$ cat src/rtl/crg_clk_ctrl.sv
// Enable/select sequencer in front of the CRG: turns per-domain requests and activity into
// hysteresis-filtered clock enables, settled-clock acks and a glitch-safe source select.
module crg_clk_ctrl #(
  parameter int unsigned        NUM_DOM    = 4,
  parameter int unsigned        SEL_DOM    = 1,
  parameter int unsigned        IDLE_CYC   = 16,
  parameter int unsigned        SETTLE_CYC = 4,
  parameter logic [NUM_DOM-1:0] RST_ON     = NUM_DOM'(4'b0001)
) (
  input  logic               clk,
  input  logic               rst_n,
  input  logic [NUM_DOM-1:0] req,
  input  logic [NUM_DOM-1:0] busy,
  input  logic               force_on,
  input  logic               sel_req,
  output logic [NUM_DOM-1:0] clk_en,
  output logic               clk_sel,
  output logic [NUM_DOM-1:0] ack,
  output logic               sel_done
);

  typedef enum logic [2:0] {
    StOff,
    StWake,
    StOn,
    StIdleWait,
    StSleep,
    StSwOff,
    StSw,
    StSwOn
  } dom_st_e;

  localparam logic [7:0] SettleLast = 8'(SETTLE_CYC - 1);
  localparam logic [7:0] IdleLast   = 8'(IDLE_CYC - 1);

  logic boot_q;
  logic sel_off;
  logic sel_sw;

  // High only for the first cycle after reset release, so RST_ON domains wake unconditionally.
  always_ff @(posedge clk) begin
    if (!rst_n) begin
      boot_q <= 1'b1;
    end else begin
      boot_q <= 1'b0;
    end
  end

  for (genvar i = 0; i < NUM_DOM; i++) begin : g_dom
    localparam bit IsSel = (i == SEL_DOM);

    dom_st_e    st_q;
    logic [7:0] cnt_q;
    logic       en_q;
    logic       ack_q;
    logic       wake;
    logic       idle;
    logic       sw_pend;

    assign wake    = req[i] | force_on | (boot_q & RST_ON[i]);
    assign idle    = ~req[i] & ~busy[i] & ~force_on;
    assign sw_pend = IsSel && (sel_req != clk_sel);

    always_ff @(posedge clk) begin
      if (!rst_n) begin
        st_q  <= StOff;
        cnt_q <= '0;
        en_q  <= 1'b0;
        ack_q <= 1'b0;
      end else begin
        case (st_q)
          StOff: begin
            cnt_q <= '0;
            if (wake) begin
              st_q <= StWake;
              en_q <= 1'b1;
            end
          end
          StWake: begin
            if (cnt_q == SettleLast) begin
              st_q  <= StOn;
              cnt_q <= '0;
              ack_q <= 1'b1;
            end else begin
              cnt_q <= cnt_q + 8'd1;
            end
          end
          StOn: begin
            cnt_q <= '0;
            if (sw_pend) begin
              st_q  <= StSwOff;
              en_q  <= 1'b0;
              ack_q <= 1'b0;
            end else if (idle) begin
              st_q <= StIdleWait;
            end
          end
          StIdleWait: begin
            if (sw_pend) begin
              st_q  <= StSwOff;
              cnt_q <= '0;
              en_q  <= 1'b0;
              ack_q <= 1'b0;
            end else if (!idle) begin
              // Any activity restarts the idle hysteresis from zero.
              st_q  <= StOn;
              cnt_q <= '0;
            end else if (cnt_q == IdleLast) begin
              st_q  <= StSleep;
              cnt_q <= '0;
              en_q  <= 1'b0;
              ack_q <= 1'b0;
            end else begin
              cnt_q <= cnt_q + 8'd1;
            end
          end
          StSleep: begin
            // Wake requests are held until OFF; a sleep always runs to completion.
            if (cnt_q == SettleLast) begin
              st_q  <= StOff;
              cnt_q <= '0;
            end else begin
              cnt_q <= cnt_q + 8'd1;
            end
          end
          StSwOff: begin
            if (cnt_q == SettleLast) begin
              st_q  <= StSw;
              cnt_q <= '0;
            end else begin
              cnt_q <= cnt_q + 8'd1;
            end
          end
          StSw: begin
            st_q  <= StSwOn;
            cnt_q <= '0;
            en_q  <= 1'b1;
          end
          StSwOn: begin
            if (cnt_q == SettleLast) begin
              st_q  <= StOn;
              cnt_q <= '0;
              ack_q <= 1'b1;
            end else begin
              cnt_q <= cnt_q + 8'd1;
            end
          end
          default: begin
            st_q  <= StOff;
            cnt_q <= '0;
            en_q  <= 1'b0;
            ack_q <= 1'b0;
          end
        endcase
      end
    end

    assign clk_en[i] = en_q;
    assign ack[i]    = ack_q;

    if (IsSel) begin : g_sel
      assign sel_off = (st_q == StOff);
      // Last settle cycle with the enable low: the select may move on this edge.
      assign sel_sw  = (st_q == StSwOff) && (cnt_q == SettleLast);
    end
  end

  always_ff @(posedge clk) begin
    if (!rst_n) begin
      clk_sel  <= 1'b0;
      sel_done <= 1'b0;
    end else begin
      sel_done <= 1'b0;
      if ((sel_off || sel_sw) && (sel_req != clk_sel)) begin
        clk_sel  <= sel_req;
        sel_done <= 1'b1;
      end
    end
  end

endmodule

$ cat config.mk
export PLATFORM = sky130hd
export DESIGN_NAME = crg_clk_ctrl
export DESIGN_NICKNAME = d
export VERILOG_FILES = /design/src/rtl/crg_clk_ctrl.sv
export SDC_FILE = /design/constraint.sdc
export NUM_CORES = 1
export LEC_CHECK = 0
export CORE_MARGIN = 5
export CORE_UTILIZATION = 52
export CTS_CLUSTER_SIZE = 8
export DETAILED_ROUTE_END_ITERATION = 10
export PLACE_DENSITY = 0.75
export SLEW_MARGIN = 15
export SYNTH_ARGS = -nofsm -noshare
export SYNTH_HDL_FRONTEND = slang
export SYNTH_SLANG_ARGS = --single-unit
$ cat constraint.sdc
create_clock -name clk -period 2 [get_ports clk]
set_input_delay 0.3 -clock clk [delete_from_list [all_inputs] [get_ports clk]]
set_output_delay 0.3 -clock clk [all_outputs]
set_load 0.02 [all_outputs]
==> key figures <==
Power
  – Static Leakage: 1.34 nW
  – Worst-case vdd ir drop: 0.455 mV
  – Power Total: 3.26 mW
  – Power density of the placed cells: approximately 950 nW/um^2

Global route
  – Largest net degree at the start of global routing: 16
  – Number of global-route vias before repair: between 2000 and 2500
  – Initial antenna violation count: 0
  – Leftover overflow at the end of global routing: 0
  – Global-route total usage across every layer: 0.174
  – Wire length of the first global-routing pass: 10200 um

Synthesis
  – Post-Synthesis Net Count: about 340
  – Number of instances in the synthesized netlist: about 330
  – Number of storage elements in the synthesis netlist: 55
  – Syn Area/Cell: around 8.5 sq um
  – Yosys warnings: 0
  – Count of flip-flops with a built-in enable after synthesis: 0
  – Synth async-reset ratio: 0
  – Cell variety after synth: 56
  – Dominant synthesized flop cell: sky130_fd_sc_hd__dfxtp_1
  – Synthesized cell area: 2770 sq um
  – Register area share after synthesis: 0.397

Die
  – Floorplan core area: 5140 sq um
  – Core Rows: 26
  – Area enclosed by the die boundary: approximately 6900 sq um
  – Initial Util: 0.539
  – Die Span X: 83.0 um
  – Count of pins on the block boundary: 22
  – Y dimension of the die: a little over 80 um

Clock tree
  – Clock tree from TritonCTS: built
  – Buffer depth of the longest clock path: 2
  – CTS Root Cell: sky130_fd_sc_hd__clkbuf_8
  – Clock Pin Slew Worst Setup and Hold Paths: 90 ps
  – Count of H-tree levels built during CTS: 2
  – Clk sinks: 55
  – Clock latency at the later pin of the worst-skew pair: roughly 300 ps
  – CTS buffer count: 5
  – CTS Hold Buffers Added: 0

Min path
  – Hold endpoint: g_dom[2].cnt_q[0]
  – Hold depth: 1
  – Min-Delay Path Class: register to register
  – Hold Startpoint: g_dom[2].cnt_q[0]

Cells and area
  – Diodes inserted: 0
  – Count of filler cells inserted in the layout: 457
  – Final core utilization: 0.670
  – Area grow syn2layout: 24.3%
  – Layout Nets: slightly below 400
  – Area of combinational cells with multiple inputs: 1650 sq um
  – Share of cells above drive strength 1: 0.191
  – Register area: 1100 sq um
  – Cell Count, Final, Fillers Out: 441

Job
  – Number of maximum-capacitance constraint violations: 0

Place
  – Detailed Place HPWL: around 4300 um
  – Worst slack after detailed placement: -429 ps
  – Port Buffer Count: 21
  – Number of placed cells counting well taps: about 430
  – Last weighted congestion value of the routability-driven placer: just under 0.8

STA
  – Max-Slew Margin vs Limit: 0.694
  – Setup-failing EPs final: 0
  – Final worst clock skew: 4.18 ps
  – Final min period: 1940 ps
  – Worst setup slack after layout: 62.6 ps
  – Max Fclk: around 520 MHz
  – Setup TNS after final layout: 0 ps
  – Transition time of the tightest slew-check pin: 454 ps
  – Final Hold Fails: 0
  – Period utilisation layout: 0.969
  – Final number of max-transition violations: 0

Routing
  – Remaining antenna violation count: 0
  – Via count: 2390
  – Average wire length per cell after detail routing: 13.4 um
  – Number of DRC markers after the initial detailed-route iteration: between 80 and 90
  – Ratio of routed vias to standard cells: 5.42
  – Post-detailed-routing wire length: 5890 um
  – Drt drc: 0
  – Drt pass-1 iters: 4

Critical path
  – Setup crit start kind: register
  – Kind of end point of the critical path: register
  – Top fanout value on the critical path: 5
  – Reg-to-reg slack, setup: 60 ps
  – Worst endpoint required time: 2190 ps
  – Endpoint of the lowest-slack register-to-register path: g_dom[0].st_q[1]
  – Origin of the critical flop-to-flop path: g_dom[0].cnt_q[5]
  – Crit path DAT: between 2000 and 2500 ps
  – Worst Setup Path Type: register to register
  – Worst r2r path cells: 6

Run status
  – Status: complete, no violations
## power breakdown
part	switching, mW	internal [mW]	total (mW)	leakage [nW]
Clock	0.336	0.317	0.653	0.0515
Sequential	0.127	1.23	1.35	0.447
Combinational	0.633	0.626	1.26	0.846
## logic make-up after synthesis
family          after synthesis  share of synthesized area
simple gates                148                      0.276
compound gates               62                      0.160
flops                        55                      0.397
xor+xnor                     25                     0.0790
buf+inv                      25                     0.0479
mux                           6                     0.0217
fa+ha+maj                     4                     0.0181
## synthesized netlist by cell type, drive strengths merged (2+ instances only)
master  number  share of area
nand3       14          0.025
and2         2         0.0045
nand2       23          0.031
xnor2       14          0.044
o221a        4          0.016
buf         10          0.028
o211ai       5          0.014
ha           4          0.018
nor3b        5          0.015
a22oi        2         0.0054
o21ai       10          0.019
or2          4         0.0090
o311a        2         0.0072
a21oi       15          0.027
clkbuf       9          0.012
or4b         2         0.0072
nor2b        6          0.014
o31ai        2         0.0054
o21a         3         0.0081
a21o         4          0.011
or4          4          0.012
dfxtp       55           0.40
and3        11          0.025
nor3        14          0.025
o22ai        3          0.012
inv          6         0.0081
mux2i        6          0.022
o21bai       2         0.0054
nor2        45          0.061
nor4b        2         0.0086
nand2b       7          0.016
xor2        11          0.035
a211oi       2         0.0054
nor4         5          0.011
## sequential cells by signal, summed over array words and instances, names as in the netlist
register	flops
g_dom.st_q	12
g_dom.en_q	4
g_dom.cnt_q	32
boot_q	1
sel_done	1
clk_sel	1
g_dom.ack_q	4
## layer usage
layer	routed length, um	vias up	global-route usage
met5	0	-	0
met4	75	0	0.0609
met3	165	8	0.0327
met2	3040	39	0.312
met1	2620	1107	0.205
li1	-	1236	-
## worst max-delay path by stage
stage                              to              start  depth (start not counted)
global route           g_dom[1].ack_q            sel_req                          8
floorplan            g_dom[2].st_q[2]           force_on                          7
detailed placement  g_dom[3].cnt_q[0]           force_on                          7
CTS                  g_dom[3].st_q[2]           force_on                          8
global placement     g_dom[1].st_q[1]           force_on                          7
finish               g_dom[0].st_q[1]  g_dom[0].cnt_q[5]                          6
## layout make-up
type                            count  share of cell area
Timing Repair Buffer               57               0.140
Multi-Input combinational cell    245               0.479
Sequential cell                    55               0.320
Inverter                            6             0.00654
Tap cell                           70              0.0254
Clock buffer                        8              0.0290
## worst max-delay path, stage by stage (launching register included)
cell                       delay [ps]
sky130_fd_sc_hd__dfxtp_1          330
sky130_fd_sc_hd__or4_4            580
sky130_fd_sc_hd__nor4b_4          250
sky130_fd_sc_hd__or2_4            170
sky130_fd_sc_hd__o211ai_1          80
sky130_fd_sc_hd__buf_4            160
sky130_fd_sc_hd__o221a_2          270
## timing repair
| action | CTS | global route |
|---|---|---|
| pin swaps | 2 | 5 |
| setup endpoints to repair | 19 | 35 |
| resized for setup | 8 | 17 |
| setup buffers | 0 | 1 |
## cell usage in the layout, fill, tap and decap left out, types with 3 or more instances in the layout
master and count:
sky130_fd_sc_hd__buf_4 36, sky130_fd_sc_hd__mux2i_1 6, sky130_fd_sc_hd__ha_1 4, sky130_fd_sc_hd__a21oi_2 3, sky130_fd_sc_hd__dfxtp_1 55, sky130_fd_sc_hd__o211ai_1 5, sky130_fd_sc_hd__a21o_1 4, sky130_fd_sc_hd__nor2b_1 6
sky130_fd_sc_hd__nor2_1 44, sky130_fd_sc_hd__xor2_1 11, sky130_fd_sc_hd__nand3_1 14, sky130_fd_sc_hd__xnor2_1 14, sky130_fd_sc_hd__and3_1 10, sky130_fd_sc_hd__nor4_1 5, sky130_fd_sc_hd__o21ai_0 8, sky130_fd_sc_hd__nand2b_1 6
sky130_fd_sc_hd__inv_1 6, sky130_fd_sc_hd__clkbuf_8 7, sky130_fd_sc_hd__nand2_1 22, sky130_fd_sc_hd__clkdlybuf4s50_1 20, sky130_fd_sc_hd__nor3_1 12, sky130_fd_sc_hd__o221a_2 3, sky130_fd_sc_hd__o21a_1 3, sky130_fd_sc_hd__a21oi_1 12
## stage by stage
stage	cell area [sq um]	hold slack [ps]
finish	3450	455
global route	3450	486
CTS	3350	455
detailed placement	3220	434
global placement	3220	422
floorplan	2770	413
(Power assumes the default switching activity.)
